**src/rtl/binary_search_pkg.sv**
```systemverilog
// Shared definitions for the binary_search call-replacement block: bus size codes,
// FSM state encoding and the MMIO addresses of the neighbouring tty peripherals.
package binary_search_pkg;

  localparam logic [2:0] SZ_B = 3'd0;
  localparam logic [2:0] SZ_H = 3'd1;
  localparam logic [2:0] SZ_W = 3'd2;

  localparam logic [31:0] TTY_TX_ADDR = 32'h0000_3000;
  localparam logic [31:0] TTY_RX_ADDR = 32'h0000_3004;

  typedef enum logic [2:0] {
    PRESET,
    PROLOGUE,
    LOOP,
    LOAD_REQ,
    LOAD_WAIT,
    COMPARE,
    EPILOGUE,
    DONE
  } bs_state_t;

endpackage

```
**src/rtl/binary_search_bus_master_port.sv**
```systemverilog
// Single-outstanding bus master: latches a request, holds it stable until ready is
// sampled, and lane-shifts store data to the byte address.
module bus_master_port (
  input  logic        clk,
  input  logic        rstb,
  input  logic        i_req,
  input  logic        i_abort,
  input  logic [31:0] i_addr,
  input  logic [2:0]  i_size,
  input  logic        i_write,
  input  logic [31:0] i_wdata,
  input  logic        i_ready,
  output logic [31:0] o_addr,
  output logic [2:0]  o_size,
  output logic        o_valid,
  output logic        o_write,
  output logic [31:0] o_wdata,
  output logic        o_done
);

  logic [31:0] r_addr;
  logic [2:0]  r_size;
  logic        r_valid;
  logic        r_write;
  logic [31:0] r_wdata;

  always_ff @(posedge clk or negedge rstb) begin
    if (!rstb) begin
      r_addr  <= '0;
      r_size  <= '0;
      r_valid <= 1'b0;
      r_write <= 1'b0;
      r_wdata <= '0;
    end else if (i_abort) begin
      r_valid <= 1'b0;
    end else if (r_valid) begin
      if (i_ready) r_valid <= 1'b0;
    end else if (i_req) begin
      r_valid <= 1'b1;
      r_addr  <= i_addr;
      r_size  <= i_size;
      r_write <= i_write;
      r_wdata <= i_wdata << {i_addr[1:0], 3'b000};
    end
  end

  // A completion that coincides with an abort is discarded by the caller anyway.
  assign o_done  = r_valid & i_ready & ~i_abort;
  assign o_addr  = r_addr;
  assign o_size  = r_size;
  assign o_valid = r_valid;
  assign o_write = r_write;
  assign o_wdata = r_wdata;

endmodule

```
**src/rtl/binary_search.sv**
```systemverilog
// Hardware replacement for a compiled binarysearch(A, lo, hi, target) call: stack
// prologue, signed binary search over bus memory, epilogue, then return to ra.
module binary_search
  import binary_search_pkg::*;
#(
  parameter int PC_W   = 7,
  parameter int RET_PC = 0
) (
  input  logic            clk,
  input  logic            rstb,
  input  logic            setb,
  output logic            idle,
  input  logic [31:0]     ra0,
  input  logic [31:0]     a00,
  input  logic [31:0]     a10,
  input  logic [31:0]     a20,
  input  logic [31:0]     a30,
  input  logic [31:0]     a40,
  input  logic [31:0]     a50,
  input  logic [PC_W-1:0] pc0,
  input  logic [31:0]     sp0,
  input  logic [31:0]     s00,
  output logic [31:0]     addr,
  output logic [2:0]      size,
  output logic            valid,
  output logic            write,
  output logic [31:0]     wdata,
  input  logic [31:0]     rdata,
  input  logic            ready
);

  bs_state_t r_state, w_next;

  logic signed [31:0] a0;
  logic signed [31:0] r_a1, r_a2, r_a3, r_a4, r_a5;
  logic        [31:0] r_ra, r_sp, r_s0;
  logic [PC_W-1:0]    r_pc;
  logic signed [31:0] r_mid, r_res, r_data;
  logic [1:0]         r_sub;

  logic signed [31:0] w_sum, w_mid;
  logic               w_lt;
  logic               w_req, w_bwrite, w_done;
  logic [31:0]        w_baddr, w_bwdata;
  logic               w_unused;

  assign w_sum    = r_a1 + r_a2;
  assign w_mid    = w_sum >>> 1;
  assign w_lt     = r_a1 < r_a2;
  assign idle     = (r_state == DONE);
  assign w_unused = ^{r_a4, r_a5};

  // Even r_sub issues a bus request, odd r_sub waits for its completion.
  always_comb begin
    w_req    = 1'b0;
    w_baddr  = '0;
    w_bwrite = 1'b0;
    w_bwdata = '0;
    case (r_state)
      PROLOGUE: begin
        w_req    = ~r_sub[0];
        w_bwrite = 1'b1;
        w_baddr  = r_sub[1] ? r_sp - 32'd8 : r_sp - 32'd4;
        w_bwdata = r_sub[1] ? r_s0 : r_ra;
      end
      LOAD_REQ: begin
        w_req   = 1'b1;
        w_baddr = a0 + {r_mid[29:0], 2'b00};
      end
      EPILOGUE: begin
        w_req   = ~r_sub[0];
        w_baddr = r_sub[1] ? r_sp + 32'd12 : r_sp + 32'd8;
      end
      default: ;
    endcase
  end

  bus_master_port u_port (
    .clk     (clk),
    .rstb    (rstb),
    .i_req   (w_req),
    .i_abort (~setb),
    .i_addr  (w_baddr),
    .i_size  (SZ_W),
    .i_write (w_bwrite),
    .i_wdata (w_bwdata),
    .i_ready (ready),
    .o_addr  (addr),
    .o_size  (size),
    .o_valid (valid),
    .o_write (write),
    .o_wdata (wdata),
    .o_done  (w_done)
  );

  always_ff @(posedge clk or negedge rstb) begin
    if (!rstb) r_state <= PRESET;
    else       r_state <= w_next;
  end

  always_comb begin
    w_next = r_state;
    case (r_state)
      PRESET:    if (setb) w_next = (r_pc == PC_W'(RET_PC)) ? PROLOGUE : DONE;
      PROLOGUE:  if (r_sub == 2'd3 && w_done) w_next = LOOP;
      LOOP:      w_next = w_lt ? LOAD_REQ : EPILOGUE;
      LOAD_REQ:  w_next = LOAD_WAIT;
      LOAD_WAIT: if (w_done) w_next = COMPARE;
      COMPARE:   w_next = (r_data == r_a3) ? EPILOGUE : LOOP;
      EPILOGUE:  if (r_sub == 2'd3 && w_done) w_next = DONE;
      DONE:      w_next = DONE;
      default:   w_next = PRESET;
    endcase
    if (!setb) w_next = PRESET;
  end

  always_ff @(posedge clk or negedge rstb) begin
    if (!rstb) begin
      a0 <= '0; r_a1 <= '0; r_a2 <= '0; r_a3 <= '0; r_a4 <= '0; r_a5 <= '0;
      r_ra <= '0; r_sp <= '0; r_s0 <= '0; r_pc <= '0;
      r_mid <= '0; r_res <= '0; r_data <= '0; r_sub <= '0;
    end else if (!setb) begin
      r_sub <= '0;
      if (r_state == PRESET) begin
        a0 <= a00; r_a1 <= a10; r_a2 <= a20; r_a3 <= a30; r_a4 <= a40; r_a5 <= a50;
        r_ra <= ra0; r_sp <= sp0; r_s0 <= s00; r_pc <= pc0;
      end
    end else begin
      case (r_state)
        PRESET: r_sub <= '0;
        PROLOGUE: begin
          if (!r_sub[0]) begin
            r_sub <= r_sub + 2'd1;
          end else if (w_done) begin
            r_sub <= r_sub + 2'd1;
            if (r_sub == 2'd3) begin
              r_sp  <= r_sp - 32'd16;
              r_res <= r_a1;
            end
          end
        end
        LOOP:      if (w_lt) r_mid <= w_mid;
        LOAD_WAIT: if (w_done) r_data <= rdata;
        COMPARE: begin
          // The last probed index doubles as the not-found result.
          r_res <= r_mid;
          if (r_data < r_a3)      r_a1 <= r_mid + 32'sd1;
          else if (r_data > r_a3) r_a2 <= r_mid;
        end
        EPILOGUE: begin
          if (!r_sub[0]) begin
            r_sub <= r_sub + 2'd1;
          end else if (w_done) begin
            r_sub <= r_sub + 2'd1;
            if (r_sub == 2'd1) r_s0 <= rdata;
            if (r_sub == 2'd3) begin
              r_ra <= rdata;
              r_sp <= r_sp + 32'd16;
              a0   <= r_res;
              r_pc <= rdata[PC_W-1:0];
            end
          end
        end
        default: ;
      endcase
    end
  end

endmodule

```
**config.mk**
```make
export PLATFORM = sky130hd
export DESIGN_NAME = binary_search
export DESIGN_NICKNAME = d
export VERILOG_FILES = /design/src/rtl/binary_search_pkg.sv /design/src/rtl/binary_search_bus_master_port.sv /design/src/rtl/binary_search.sv
export SDC_FILE = /design/constraint.sdc
export NUM_CORES = 1
export LEC_CHECK = 0
export ABC_AREA = 1
export BUFFER_PORTS_ARGS = -buffer_cell sky130_fd_sc_hd__buf_2
export CAP_MARGIN = 20
export CORE_MARGIN = 2
export CORE_UTILIZATION = 40
export CTS_CLUSTER_DIAMETER = 100
export CTS_CLUSTER_SIZE = 8
export DETAILED_ROUTE_END_ITERATION = 10
export PLACE_DENSITY = 0.63
export SYNTH_ARGS = -nofsm -noshare
export SYNTH_HDL_FRONTEND = slang
export SYNTH_SLANG_ARGS = --single-unit
export TNS_END_PERCENT = 30
```
**constraint.sdc**
```tcl
create_clock -name clk -period 3.2 [get_ports clk]
set_clock_uncertainty 0.2 [all_clocks]
set_input_delay 0.16 -clock clk [delete_from_list [all_inputs] [get_ports clk]]
set_output_delay 0.16 -clock clk [all_outputs]
set_load 0.02 [all_outputs]
```
==> reports/qor.yml <==
drive_gt1_frac: 0.126
dpl_cell_area_mm2: 0.0304
grt_start_max_net_pins: 143
grt_first_pass_wirelength_um: 160000
fin_area_mm2: 0.0351
max_freq_mhz: 335
holdCritStartpoint: "a30[0]"
layout.nets: 5057
yosysSeqAreaShare: 0.361
setup-tns-final_ps: 0
syn-instance-count: 3950
maxCapViolCount: 0
ys_warn_count: 0
synth_area_mm2: 0.0276
cts_inserted_buffers: 57
ant_nets: 0
cts-root-buf: "clkbuf_16"
place_congestion: 0.940
synth_edf_count: 0
start_util: 0.403
ys_ff_latch: 398
antenna_found_initial: 12
ff2ff_path_depth: 13
worstPathMaxFanout: 14
grt_setup_unrepaired: "false"
io_buffers: 334
hold_class: "in2reg"
yosysMostFrequentCell: "nand2_1"
ys_async_sr_fraction: 1.00
required_ps: 3470
wl_per_cell_um: 19.3
synth_ff_type: "dfrtp_1"
vias: 29537
drc: 0
insertion_delay_ps: 630
drt-total-wl_um: 105000
grt_util_met2: 0.465
synth_commonest_cells: "1,190 x nand2_1, 461 x nor2_1, 398 x dfrtp_1, 335 x inv_1, 243 x a21oi_1"
die-area_mm2: 0.0710
coreArea_mm2: 0.0683
io_pins: 401
tightest_slew_ps: 927
htreeDepth: 2
vias_per_cell: 5.40
grt_pass1_vias: 28363
grtUsageMet3: 0.0383
first_pass_iters: 7
grtUsageMet1: 0.389
status: "finished, final reports clean"
synth_area_leaders: "dfrtp_1 36%, nand2_1 16%, ha_1 7.1%"
crit_path_end_kind: "flop"
slew_headroom: 0.376
final-hold-violation-count: 0
crit_start: "r_state[0]"
cts.sinks: 398
place_hpwl_um: 75900
yosysTopAreaCellShare: 0.361
reg2reg_from: "r_state[0]"
globalRouteTotalUtil: 0.289
maxSlewViolCount: 0
cts_tree: "done"
ir_worst_vdd_mv: 0.499
ys_types: 57
syn_avg_cell_area_um2: 6.98
drt_iter0_drc: 2535
p_leak_uw: 0.0173
grt_overflow_total: 0
timing.final.crit_share: 0.932
syn2layout_area_growth_pct: 27.5
yosysTopAreaCell: "dfrtp_1"
busiest_layer: "met2"
die_y_um: 266
clk_path_buf_depth: 3
core.rowCount: 96
hold-path-cell-count: 3
cp_data_arrival_time_ps: 3250
criticalPathCategory: "reg2reg"
die_w_um: 266
worst_setup_path_start_kind: "flop"
p_per_area_mw_per_mm2: 954
min_period_ps: 2980
clk_pin_slew_worst_paths_ps: 60
n_fill_cell: 6611
setup_viol_count_final: 0
[report_power, final]
part / switching (uW) / internal [uW] / total [uW] / leakage [uW]
Sequential: 2130 / 7320 / 9450 / 0.00485
Clock: 2300 / 3380 / 5680 / 0.000784
Combinational: 11700 / 6660 / 18400 / 0.0116
[cell usage in the layout (no fill, tap or decap), types with 15 or more instances in the layout]
cell	instances
a21oi_1	243
a31oi_1	154
buf_2	332
buf_4	72
clkbuf_16	59
dfrtp_1	398
dlygate4sd3_1	303
ha_1	156
inv_1	335
inv_2	15
mux2_2	34
nand2_1	1190
nand3_1	213
nand4_1	46
nor2_1	459
nor3_1	50
o211ai_1	30
o21ai_0	201
o21ai_1	24
o21bai_1	22
xor2_1	43
[critical path, stage by stage (launching register included)]
cell	delay, ps
dfrtp_1	390
inv_2	110
nand3_4	220
buf_4	240
buf_4	150
buf_4	160
ha_1	360
nand2_1	150
nor4_1	320
nand2_1	90
nand3_1	110
nor2_1	50
nor2_1	170
o22ai_1	100
[metal layers]
layer / vias to the layer above / wire length (um)
met3: 311 / 6640
met5: - / 27
met4: 4 / 4900
met1: 13802 / 45900
li1: 14285 / -
met2: 1135 / 48000
[repair_timing]
action,in CTS,in global routing
endpoints found under the hold margin,659,0
hold buffers,304,0
endpoints found under the setup margin,0,43
gates resized for setup,0,6
buffers inserted,0,4
[kinds of logic after synthesis]
kind of cell               after synthesis  synth area share
buffers and inverters                  516            0.0741
and+or+nand+nor                       2029             0.302
DFF                                    398             0.361
xor gates and xnor gates                57            0.0181
muxes                                   38            0.0153
AOI/OAI and AO/OA                      752             0.156
other                                    1          0.000136
adders and majority gates              159            0.0730
[cell type report]
type | count | area, um2 | area share
multi-input combinational | 3037 | 15600 | 0.444
sequential | 398 | 9960 | 0.284
timing repair buffer | 722 | 5520 | 0.157
clock buffer | 60 | 1480 | 0.0421
inverter | 351 | 1320 | 0.0377
tap | 882 | 1100 | 0.0314
clock inverter | 6 | 116 | 0.00331
antenna | 13 | 32.5 | 0.000926
[through the flow]
| stage | power, uW | utilization | hold WS (ps) | worst slack [ps] | instances |
|---|---|---|---|---|---|
| final | 33500 | 0.514 | 119 | 217 | 5469 |
| after floorplan | 21200 | - | -336 | 182 | 3951 |
| after CTS | 33200 | 0.512 | 89.2 | 30.9 | 5450 |
| after global routing | 36300 | 0.514 | 113 | 7.76 | 5468 |
| after global placement | 26700 | 0.444 | -91.6 | 120 | 5080 |
| after detailed placement | 26800 | 0.444 | -85.8 | 76.1 | 5080 |
[path summary, 6_finish.rpt]
| check | end | slack [ps] |
|---|---|---|
| setup / recovery | r_sp[28] | 220 |
| hold / removal | r_a3[0] | 120 |
| setup reg to reg | r_sp[28] | 220 |
| hold reg to reg | u_port.o_size[1] | 250 |
| max in group asynchronous | a0[4] | 1700 |
| min in group asynchronous | r_a3[5] | 520 |
Power figures use the tool's default switching activity.
